--- src/rtl/wb_stage_ext.sv ---
// Writeback stage: one-entry M->W latch with valid/ready hold on the RF write port,
// writeback-source mux, sub-word load extraction, $0 suppression, misalignment trap,
// forwarding tap and retired-instruction counter.
module wb_stage_ext #(
  parameter int unsigned DATA_W  = 32,
  parameter int unsigned RADDR_W = 5,
  parameter int unsigned CNT_W   = 32
) (
  input  logic               clk,
  input  logic               reset_n,
  input  logic               flush,
  input  logic               in_valid,
  output logic               in_ready,
  input  logic [DATA_W-1:0]  in_pc4,
  input  logic [DATA_W-1:0]  in_alu,
  input  logic [DATA_W-1:0]  in_mem,
  input  logic [DATA_W-1:0]  in_hilo,
  input  logic [RADDR_W-1:0] in_wreg,
  input  logic               in_regwrite,
  input  logic [1:0]         in_sel,
  input  logic [1:0]         in_ld_size,
  input  logic               in_ld_sign,
  input  logic [1:0]         in_addr_lo,
  input  logic               rf_ready,
  output logic               rf_we,
  output logic [RADDR_W-1:0] rf_waddr,
  output logic [DATA_W-1:0]  rf_wdata,
  output logic               fwd_valid,
  output logic [RADDR_W-1:0] fwd_addr,
  output logic [DATA_W-1:0]  fwd_data,
  output logic               mis_err,
  output logic [CNT_W-1:0]   retire_cnt
);

  localparam logic [1:0] SelAlu  = 2'b00;
  localparam logic [1:0] SelMem  = 2'b01;
  localparam logic [1:0] SelPc8  = 2'b10;
  localparam logic [1:0] SizeHalf = 2'b01;
  localparam logic [1:0] SizeByte = 2'b10;

  // Stage register
  logic               v_q, v_d;
  logic [DATA_W-1:0]  pc4_q, alu_q, mem_q, hilo_q;
  logic [RADDR_W-1:0] wreg_q;
  logic               regwrite_q;
  logic [1:0]         sel_q, ld_size_q, addr_lo_q;
  logic               ld_sign_q;
  logic [CNT_W-1:0]   cnt_q, cnt_d;

  logic              accept, complete, misaligned, writes_reg;
  logic [7:0]        ld_byte;
  logic [15:0]       ld_half;
  logic [DATA_W-1:0] ld_data, wb_data;

  // Handshake: a stalled entry blocks the M stage; flush overrides both accept and complete.
  always_comb begin
    in_ready = !v_q || rf_ready;
    accept   = in_valid && in_ready && !flush;
    complete = v_q && rf_ready && !flush;
    v_d      = v_q;
    if (flush) begin
      v_d = 1'b0;
    end else if (accept) begin
      v_d = 1'b1;
    end else if (complete) begin
      v_d = 1'b0;
    end
    cnt_d = complete ? cnt_q + CNT_W'(1) : cnt_q;
  end

  // Little-endian lane extraction, then sign/zero extension; reserved size behaves as word.
  always_comb begin
    ld_byte = mem_q[{addr_lo_q, 3'b000} +: 8];
    ld_half = mem_q[{addr_lo_q[1], 4'b0000} +: 16];
    unique case (ld_size_q)
      SizeByte: ld_data = {{(DATA_W-8){ld_sign_q & ld_byte[7]}}, ld_byte};
      SizeHalf: ld_data = {{(DATA_W-16){ld_sign_q & ld_half[15]}}, ld_half};
      default:  ld_data = mem_q;
    endcase
  end

  // Writeback source mux and write/forward qualification.
  always_comb begin
    unique case (sel_q)
      SelAlu:  wb_data = alu_q;
      SelMem:  wb_data = ld_data;
      SelPc8:  wb_data = pc4_q + DATA_W'(4);
      default: wb_data = hilo_q;
    endcase
    misaligned = (sel_q == SelMem) &&
                 (((ld_size_q == SizeHalf) && addr_lo_q[0]) ||
                  (((ld_size_q == 2'b00) || (ld_size_q == 2'b11)) && (addr_lo_q != 2'b00)));
    writes_reg = regwrite_q && (wreg_q != '0) && !misaligned;
    rf_we      = complete && writes_reg;
    mis_err    = complete && misaligned;
    fwd_valid  = v_q && writes_reg;
    rf_waddr   = wreg_q;
    rf_wdata   = wb_data;
    fwd_addr   = wreg_q;
    fwd_data   = wb_data;
    retire_cnt = cnt_q;
  end

  // Valid bit and retire counter; synchronous reset drops any held entry.
  always_ff @(posedge clk) begin
    if (!reset_n) begin
      v_q   <= 1'b0;
      cnt_q <= '0;
    end else begin
      v_q   <= v_d;
      cnt_q <= cnt_d;
    end
  end

  // Payload fields load only on accept, so a stalled entry stays stable.
  always_ff @(posedge clk) begin
    if (!reset_n) begin
      pc4_q      <= '0;
      alu_q      <= '0;
      mem_q      <= '0;
      hilo_q     <= '0;
      wreg_q     <= '0;
      regwrite_q <= 1'b0;
      sel_q      <= 2'b00;
      ld_size_q  <= 2'b00;
      ld_sign_q  <= 1'b0;
      addr_lo_q  <= 2'b00;
    end else if (accept) begin
      pc4_q      <= in_pc4;
      alu_q      <= in_alu;
      mem_q      <= in_mem;
      hilo_q     <= in_hilo;
      wreg_q     <= in_wreg;
      regwrite_q <= in_regwrite;
      sel_q      <= in_sel;
      ld_size_q  <= in_ld_size;
      ld_sign_q  <= in_ld_sign;
      addr_lo_q  <= in_addr_lo;
    end
  end

endmodule

--- config.mk ---
export PLATFORM = sky130hd
export DESIGN_NAME = wb_stage_ext
export DESIGN_NICKNAME = d
export VERILOG_FILES = /design/src/rtl/wb_stage_ext.sv
export SDC_FILE = /design/constraint.sdc
export NUM_CORES = 1
export LEC_CHECK = 0
export CAP_MARGIN = 20
export CORE_MARGIN = 2
export CORE_UTILIZATION = 45
export DETAILED_ROUTE_END_ITERATION = 7
export HOLD_SLACK_MARGIN = 0.15
export PLACE_DENSITY_LB_ADDON = 0.08
export SLEW_MARGIN = 20
export SYNTH_ARGS = -nofsm -noshare
export SYNTH_HDL_FRONTEND = slang
export SYNTH_SLANG_ARGS = --single-unit
--- constraint.sdc ---
create_clock -name clk -period 6.74 [get_ports clk]
set_clock_uncertainty 0.15 [all_clocks]
set_input_delay 2.022 -clock clk [delete_from_list [all_inputs] [get_ports clk]]
set_output_delay 2.022 -clock clk [all_outputs]
set_load 0.01 [all_outputs]
# Word level (Yosys, flattened, before mapping)
# Index checks and enable logic that the tools add are counted.
# totals
register_bits	174
inputBits	146
output_inout_bits	110
wordCells	52
# op_classes
addsub	2
n_eq_ne	5
n_shift	2
mux	4
n_bitwise	3
reduce_logical	24
# op_table
cell	count
$pmux 32 s3	1
$pmux 32 s2	1
$add 32x1->32 const B	1
$add 32x3->32 const B	1
$shiftx 32x6->16	1
$shiftx 32x6->8	1
$logic_and 1x1->1	12
$eq 2x2->1 const B	3
$reduce_bool 5->1	1
$eq 2x1->1 const B	2
$logic_not 2->1	2
$reduce_bool 2->1	2
$logic_not 1->1	3
$logic_or 1x1->1	3
$and 1x1->1	2
$mux 1	2
$reduce_or 2->1	1
$not 1->1	1

# Longest topological paths before layout
# Gate-level depths: netlist of the first run.
# depth
ltp_word	8
ltp_mapped	10
depth_no_buf	7

# Worst setup path after synthesis of the first run
# Ideal clock, no wire load.
# synth_timing
path_type	input to output
startpoint	in flush
endpoint	out mis_err
t_arrival_ns	2.504
required_ns	4.568
slack_ns	2.064
stages	3
n_path_buf	1
path_cell_list	and3b_1 buf_2 and2_1
# synth_via
elab_chain_cells	3
# synth_rtl
item	line	text
start, declared	11	input logic flush,
$logic_not 1->1	59	complete = v_q && rf_ready && !flush;
$logic_and 1x1->1	59	
$logic_and 1x1->1	95	mis_err = complete && misaligned;
end, declared	31	output logic mis_err,
# Every way passes these cells.

# Worst setup path in the final report of the first run
# layout_timing
startpoint	reg ld_size_q[0]
endpoint	out fwd_data[31]
# layout_via
elab_chain_cells	3
word_cells_on_any_way	4
classes_between	eq/ne: 2; mux: 2
# layout_rtl
item	line	text
start, declared	46	logic [1:0] sel_q, ld_size_q, addr_lo_q;
start signal, assigned	136	ld_size_q <= in_ld_size;
$eq 2x1->1 / $eq 2x2->1 (equally long branches)	75	unique case (ld_size_q)
$pmux 32 s2 (*)	75	
$pmux 32 s3 (*)	84	unique case (sel_q)
end, declared	30	output logic [DATA_W-1:0] fwd_data,
# Every way passes the cells marked *; elsewhere a longest branch is shown, timed or not.

==> results by group, run 1 <==
Yosys
  – #FFs+latches synth: 174
  – Synthesized-area fraction occupied by xor and xnor cells: 0.04686
  – Top flip-flop cell by instance count after synthesis: sky130_fd_sc_hd__dfxtp_1
  – Synth cell types: 60
  – Fraction of synthesis flops using an asynchronous set or reset pin: 0
  – Post-synth design cell area: 0.009159 mm2
  – Share of synthesized cell area in and, or, nand and nor gates: 0.2504
  – Fraction of the mapped netlist area in compound gates: 0.2169
  – Cell types occupying the most area after synthesis: sky130_fd_sc_hd__dfxtp_1 38%, sky130_fd_sc_hd__nand2_1 13%, sky130_fd_sc_hd__a21boi_0 12%
  – Count of yosys warnings during synthesis: 0
  – Dominant combinational cell family by area after synthesis: simple AND/OR/NAND/NOR gates
  – EDFF count, synth: 0
  – Adder-Cell Fraction of Synth Area: 0.005464
  – Sequential element share of the synthesized area: 0.3803
  – Syn Nets: 1310
  – Post-synthesis area per instance: 7.896 um2
  – Area share of the leading cell type in the synthesized netlist: 0.3803
  – Dominant cell type by area after synthesis: sky130_fd_sc_hd__dfxtp_1
  – Multiplexer share of the synthesized area: 0.02254
  – Gate count after technology mapping: 1160

Floorplan
  – Num rows: 52
  – Total Die Area: 0.02151 mm2
  – Width of the chip: 146.7 um
  – Initial standard-cell utilization of the core: 0.4556
  – Die Ht: 146.7 um
  – Top-Level Pins: 256
  – Core area: 0.02010 mm2

Worst hold path
  – Min-delay src: alu_q[30]
  – Type of the worst min-delay path: reg2reg

Detailed routing
  – Met3 wire length: 1.923 mm
  – Uppermost metal layer occupied by signal nets: met5
  – Number of DRC violations after detailed-routing iteration 0: 638
  – First-pass iteration count of the detailed router: 5
  – Routed len/inst: 17.60 um
  – Overall via count from detail_route: 8608
  – Post-DR vias/cell: 5.350
  – Count of unresolved DRC violations after routing: 0
  – Detailed-routing wirelength on met1: 12.51 mm
  – Met2 WL: 13.13 mm
  – Number of nets still failing antenna checks after routing: 0
  – Final WL: 28.32 mm

Critical path
  – Slack of the worst reg-to-reg path: 4.37 ns
  – Crit-path most repeated cell: sky130_fd_sc_hd__a221oi_1
  – Endpoint type of the worst setup path: output port
  – Slowest cell on crit path: sky130_fd_sc_hd__ha_1
  – Origin of the worst setup path: ld_size_q[0]
  – Worst flop-to-flop path startpoint: retire_cnt[0]
  – Req. time, crit path: 4.57 ns
  – Biggest fanout along the worst timing path: 20
  – Type of element launching the critical path: flip-flop
  – CP arrival: 3.63 ns
  – Crit path kind: reg2out
  – Delay contributed by the slowest stage of the critical path: 0.69 ns
  – Critical path cell sequence: inv_1 -> ha_1 -> a221oi_2 -> buf_4 -> a21oi_1 -> a221oi_1 -> a221oi_1 -> clkdlybuf4s50_1

Final layout
  – Cell Count, Final, Fillers Out: 1609
  – Total of fill cells in the finished design: 1893
  – Synth-to-Final Area Change: 32.66%
  – Post-Layout Inst Area: 0.01215 mm2
  – Util after Layout: 0.6044
  – Fraction of layout cells with a size suffix above 1: 0.05082
  – Total number of nets in the final design: 1475

Timing
  – Setup violation total in the final timing report: 0
  – Post-layout worst setup margin: 0.9426 ns
  – Total Neg Setup Slack: 0 ns
  – Slew at the pin closest to its max-slew limit: 0.9419 ns
  – Hold Fails Final Rpt: 0
  – Final count of pins violating max slew: 0
  – Achievable frequency: 0.1725 GHz
  – Smallest hold slack: 0.3138 ns
  – Clock period minus final worst setup slack: 5.797 ns
  – Unrepaired setup endpoints after global routing: no
  – Slew HR: 0.3721
  – Period utilization: 0.8602

Flow run
  – Number of maximum-capacitance violations: 0

Clock network
  – Clk sinks: 174
  – Post-CTS repair timing setup buffer count: 0
  – Longest Clk Path Bufs: 2
  – CTS root buffer: sky130_fd_sc_hd__clkbuf_16
  – Clock insertion delay at the later pin of the skew report: 0.43 ns
  – Clk slew on worst S/H paths: 0.07 ns
  – Number of H-tree levels: 4
  – Number of buffers created by CTS: 17
  – Hold buffer count at CTS: 0
  – CTS tree: yes
  – Post-CTS Resized: 0

Global route
  – First-pass GRT wire length: 43.78 mm
  – Total global routing overflow: 0
  – Number of global-route vias before repair: 8147
  – Global-route usage over all layers: 0.2576
  – Number of antenna violations at the first check in global routing: 3
  – Largest net degree at the start of global routing: 142

Place
  – Cells after DPL: 1576
  – Placed cell area: 0.01154 mm2
  – Setup Slack @ Placement: 0.9642 ns
  – Placed wire-length estimate after detailed placement: 20.17 mm
  – Placer's final routability congestion estimate: 0.8887
  – Total of buffers placed on input and output ports: 255

Run status
  – Status: complete, no violations

Power and ir drop
  – Worst vdd rail ir drop: 0.1588 mV
  – Static leakage: 4.263 nW
  – Power density over the cells: 205.7 mW/mm2
  – Total power draw: 2.500 mW
## cell usage after synthesis, types with 9 or more instances
master	number
sky130_fd_sc_hd__inv_1	21
sky130_fd_sc_hd__nor2_1	27
sky130_fd_sc_hd__a221oi_1	16
sky130_fd_sc_hd__a21oi_1	24
sky130_fd_sc_hd__xnor2_1	26
sky130_fd_sc_hd__a21boi_0	146
sky130_fd_sc_hd__nor4_1	9
sky130_fd_sc_hd__nand4_1	13
sky130_fd_sc_hd__dfxtp_1	174
sky130_fd_sc_hd__nand3_1	23
sky130_fd_sc_hd__and4_1	9
sky130_fd_sc_hd__nand2_1	328
sky130_fd_sc_hd__o221ai_1	9
sky130_fd_sc_hd__xor2_1	23
sky130_fd_sc_hd__clkbuf_1	65
sky130_fd_sc_hd__and2_1	27
sky130_fd_sc_hd__o21ai_0	30
sky130_fd_sc_hd__a22oi_1	13
sky130_fd_sc_hd__buf_2	15
sky130_fd_sc_hd__nor3_1	22
sky130_fd_sc_hd__buf_4	39
## final cells by class
cell class,instances,area [um2],share of cell area
diodes,1,2.502,0.0002060
clock buffers,20,456.7,0.03759
clock inverters,12,151.4,0.01246
inverters,22,82.58,0.006796
multi-input cells,843,4971,0.4091
flip-flops and latches,174,3483,0.2867
well taps,270,337.8,0.02780
repair buffers,267,2665,0.2193
## report_power, final
part / leakage (nW) / switching [mW] / internal, mW / total [mW]
logic: 2.55 / 0.173 / 0.198 / 0.370
clock network: 0.296 / 0.447 / 0.578 / 1.02
registers: 1.42 / 0.0377 / 1.07 / 1.11
total: 4.26 / 0.657 / 1.84 / 2.50
## critical path: cells and delay by family (launching register included)
family | cells | cell delay, ns
AO/OA/AOI/OAI | 4 | 1.21
buffers and inverters | 3 | 0.92
adder cells (fa/ha/maj) | 1 | 0.69
flip-flops | 1 | 0.36
## routing by layer
layer / vias to the layer above / global-route usage
met2: 268 / 0.4178
li1: 4252 / -
met1: 4040 / 0.3346
met5: - / 0
met4: 4 / 0.08155
met3: 44 / 0.06938
## cells by family (layout without fill, tap and decap cells)
family / count (synthesis) / count (layout)
and+or+nand+nor: 499 / 499
AOI/OAI and AO/OA: 275 / 275
DFF: 174 / 174
buffers and inverters: 143 / 321
xor gates and xnor gates: 49 / 49
muxes: 16 / 16
adders and majority gates: 4 / 4
other: 0 / 1
## layout by cell type, fill, tap and decap left out, drive strengths merged, types with 4 or more instances in the layout
cell	n
a21boi	149
a21o	4
a21oi	24
a221o	4
a221oi	17
a22oi	13
and2	27
and4	9
buf	13
clkbuf	20
clkdlybuf4s50	254
clkinv	5
dfxtp	174
ha	4
inv	26
mux2	7
mux2i	6
nand2	328
nand2b	6
nand3	23
nand4	16
nor2	27
nor3	24
nor3b	4
nor4	11
o211ai	6
o21ai	31
o221ai	9
o22ai	4
or3	8
xnor2	26
xor2	23
## worst paths after layout
check,endpoint,depth (start not counted)
setup / recovery,fwd_data[31],8
hold / removal,alu_q[30],2
setup reg to reg,retire_cnt[14],5
hold reg to reg,alu_q[30],2
## flip-flops by register name, indices dropped and copies added, names as in the netlist
name,cells
regwrite_q,1
ld_sign_q,1
retire_cnt,32
fwd_addr,5
ld_size_q,2
pc4_q,32
alu_q,32
mem_q,32
v_q,1
hilo_q,32
addr_lo_q,2
sel_q,2
No activity file was read; power rests on OpenSTA's default activity.
==> run 2: changes to the inputs <==
MAX_ROUTING_LAYER = met4   (was not set)
==> run 2 against run 1 <==
Clock power down 4%. Sequential power about the same. Largest cell class unchanged. Final cell count up 0.19%. Fmax down 0.52%. Design area down 0.23%. Sequential share of layout area up 0.065 points. First-iteration DRC count down 14%. Highest routed layer is now met4. Core utilization down 0.14 points. Via count up 0.42%.
==> results by group, run 2 (synthesized netlist as in run 1, its figures left out) <==
Final layout
  – Synth-to-Final Area Change: 32.36%
  – Util after Layout: 0.6030 (-0.001369)
  – Cell Count, Final, Fillers Out: 1612 (+0.19%)
  – Commonest non-fill, non-tap cells in the layout: 328 x sky130_fd_sc_hd__nand2_1, 254 x sky130_fd_sc_hd__clkdlybuf4s50_1, 174 x sky130_fd_sc_hd__dfxtp_1, 146 x sky130_fd_sc_hd__a21boi_0, 30 x sky130_fd_sc_hd__o21ai_0
  – Total of fill cells in the finished design: 1871 (-1.2%)
  – Post-Layout Inst Area: 0.01212 mm2 (-0.23%)
  – Total number of nets in the final design: 1477 (+0.14%)
  – Commonest non-fill, non-tap cell in the layout: sky130_fd_sc_hd__nand2_1
  – Fraction of layout cells with a size suffix above 1: 0.05078 (about the same)

Critical path
  – Critical path cell sequence: inv_1 -> ha_1 -> a221oi_2 -> buf_4 -> a21oi_1 -> a221oi_1 -> a221oi_1 -> clkdlybuf4s50_1
  – Delay contributed by the slowest stage of the critical path: 0.72 ns (+0.03 ns)
  – Endpoint type of the worst setup path: output port
  – CP arrival: 3.66 ns (+0.03 ns)
  – Crit path kind: reg2out
  – Crit-path most repeated cell: sky130_fd_sc_hd__a221oi_1
  – Req. time, crit path: 4.57 ns (about the same)
  – Slowest cell on crit path: sky130_fd_sc_hd__ha_1
  – Biggest fanout along the worst timing path: 20 (unchanged)
  – Type of element launching the critical path: flip-flop

Timing
  – Period utilization: 0.8647 (+0.004539)
  – Post-layout worst setup margin: 0.9120 ns (-0.03059 ns)
  – Unrepaired setup endpoints after global routing: no
  – Setup violation total in the final timing report: 0 (unchanged)
  – Slew at the pin closest to its max-slew limit: 0.9887 ns (+0.04681 ns)
  – Hold Fails Final Rpt: 0 (unchanged)
  – Clock period minus final worst setup slack: 5.828 ns (+0.03059 ns)
  – Achievable frequency: 0.1716 GHz (-0.52%)
  – Total Neg Setup Slack: 0 ns (unchanged)
  – Slew HR: 0.3409 (-0.03120)
  – Smallest hold slack: 0.3134 ns (-0.0003910 ns)
  – Final count of pins violating max slew: 0 (unchanged)

Clock network
  – Clock insertion delay at the later pin of the skew report: 0.43 ns (about the same)
  – Clk slew on worst S/H paths: 0.06 ns (about the same)
  – Hold buffer count at CTS: 0 (unchanged)
  – Clk sinks: 174 (unchanged)
  – CTS tree: yes
  – Number of buffers created by CTS: 17 (unchanged)
  – Post-CTS repair timing setup buffer count: 0 (unchanged)
  – Longest Clk Path Bufs: 2 (unchanged)
  – Number of H-tree levels: 4 (unchanged)
  – CTS root buffer: sky130_fd_sc_hd__clkbuf_16
  – Post-CTS Resized: 0 (unchanged)

Run status
  – Status: complete, no violations

Global route
  – Global Route met3 Usage: 0.06625 (-0.003125)
  – Total global routing overflow: 0 (unchanged)
  – Met1 usage in global routing: 0.3396 (+0.004931)
  – Most heavily used metal layer in global routing: met2
  – First-pass GRT wire length: 44.19 mm (+0.95%)
  – Global-route usage over all layers: 0.2694 (+0.01174)
  – Global-route met2 utilization: 0.4216 (+0.003756)
  – Number of antenna violations at the first check in global routing: 3 (unchanged)
  – Largest net degree at the start of global routing: 112 (-21%)
  – Number of global-route vias before repair: 8116 (-0.38%)

Power and ir drop
  – Worst vdd rail ir drop: 0.1639 mV (+3.3%)
  – Total power draw: 2.457 mW (-1.7%)
  – Static leakage: 4.237 nW (-0.62%)
  – Power density over the cells: 202.7 mW/mm2 (-1.5%)

Floorplan
  – Initial standard-cell utilization of the core: 0.4556 (unchanged)
  – Core area: 0.02010 mm2 (unchanged)
  – Die Ht: 146.7 um (unchanged)
  – Top-Level Pins: 256 (unchanged)
  – Num rows: 52 (unchanged)
  – Width of the chip: 146.7 um (unchanged)
  – Total Die Area: 0.02151 mm2 (unchanged)

Place
  – Total of buffers placed on input and output ports: 255 (unchanged)
  – Placed cell area: 0.01154 mm2 (about the same)
  – Placed wire-length estimate after detailed placement: 20.72 mm (+2.7%)
  – Cells after DPL: 1578 (+0.13%)
  – Setup Slack @ Placement: 0.9853 ns (+0.02115 ns)
  – Placer's final routability congestion estimate: 0.8965 (+0.88%)

Detailed routing
  – Count of unresolved DRC violations after routing: 0 (unchanged)
  – Overall via count from detail_route: 8644 (+0.42%)
  – First-pass iteration count of the detailed router: 5 (unchanged)
  – Routed len/inst: 17.69 um (+0.50%)
  – Post-DR vias/cell: 5.362 (+0.23%)
  – Number of nets still failing antenna checks after routing: 0 (unchanged)
  – Final WL: 28.52 mm (+0.69%)
  – Number of DRC violations after detailed-routing iteration 0: 549 (-14%)

Worst hold path
  – Type of the worst min-delay path: reg2reg

Flow run
  – Number of maximum-capacitance violations: 0 (unchanged)
run 2: cell count changes in the layout (fill, tap and decap cells not counted), moves of 2 or more:
cell,previous run,this run
sky130_fd_sc_hd__inv_8,2,0
sky130_fd_sc_hd__buf_4,11,14
sky130_fd_sc_hd__clkinv_4,4,2
sky130_fd_sc_hd__diode_2,1,3
sky130_fd_sc_hd__clkbuf_8,2,0
sky130_fd_sc_hd__clkbuf_1,1,3
sky130_fd_sc_hd__clkinvlp_4,1,4
run 2: layout make-up:
class                           instances  area (um2)  area share
Sequential cell                       174        3483      0.2873
Antenna cell                            3       7.507   0.0006193
Multi-Input combinational cell        843        4974      0.4103
Tap cell                              270       337.8     0.02787
Inverter                               22       82.58    0.006812
Clock inverter                         11       133.9     0.01104
Clock buffer                           20       436.7     0.03602
Timing Repair Buffer                  269        2668      0.2200
run 2: routing by layer:
layer  share of wire  wire length (um)
met2            0.47             13310
met4           0.026               728
met5               0                 0
met3           0.075              2138
met1            0.43             12340
run 2: worst max-delay path: cells and delay by family, from the launching register on:
family | cells | cell delay, ns
buffers and inverters | 3 | 0.93
DFF | 1 | 0.35
adders and majority gates | 1 | 0.72
AOI/OAI and AO/OA | 4 | 1.21
run 2: where the power goes:
part / internal, mW / switching, mW / total, mW
Sequential: 1.07 / 0.0377 / 1.11
Combinational: 0.198 / 0.174 / 0.371
Clock: 0.549 / 0.432 / 0.980
run 2: path summary, 6_finish.rpt:
path	start	endpoint	slack [ns]	depth (start not counted)
max	ld_size_q[0]	fwd_data[31]	0.91	8
min reg2reg	alu_q[5]	alu_q[5]	0.31	2
max reg2reg	v_q	hilo_q[30]	4.26	6
min	alu_q[5]	alu_q[5]	0.31	2
==> run 3: changes to the inputs <==
SKIP_CTS_REPAIR_TIMING = 1   (was not set)
==> results of run 3 <==
No change in the layout: final DEF, timing and power equal those of run 2.
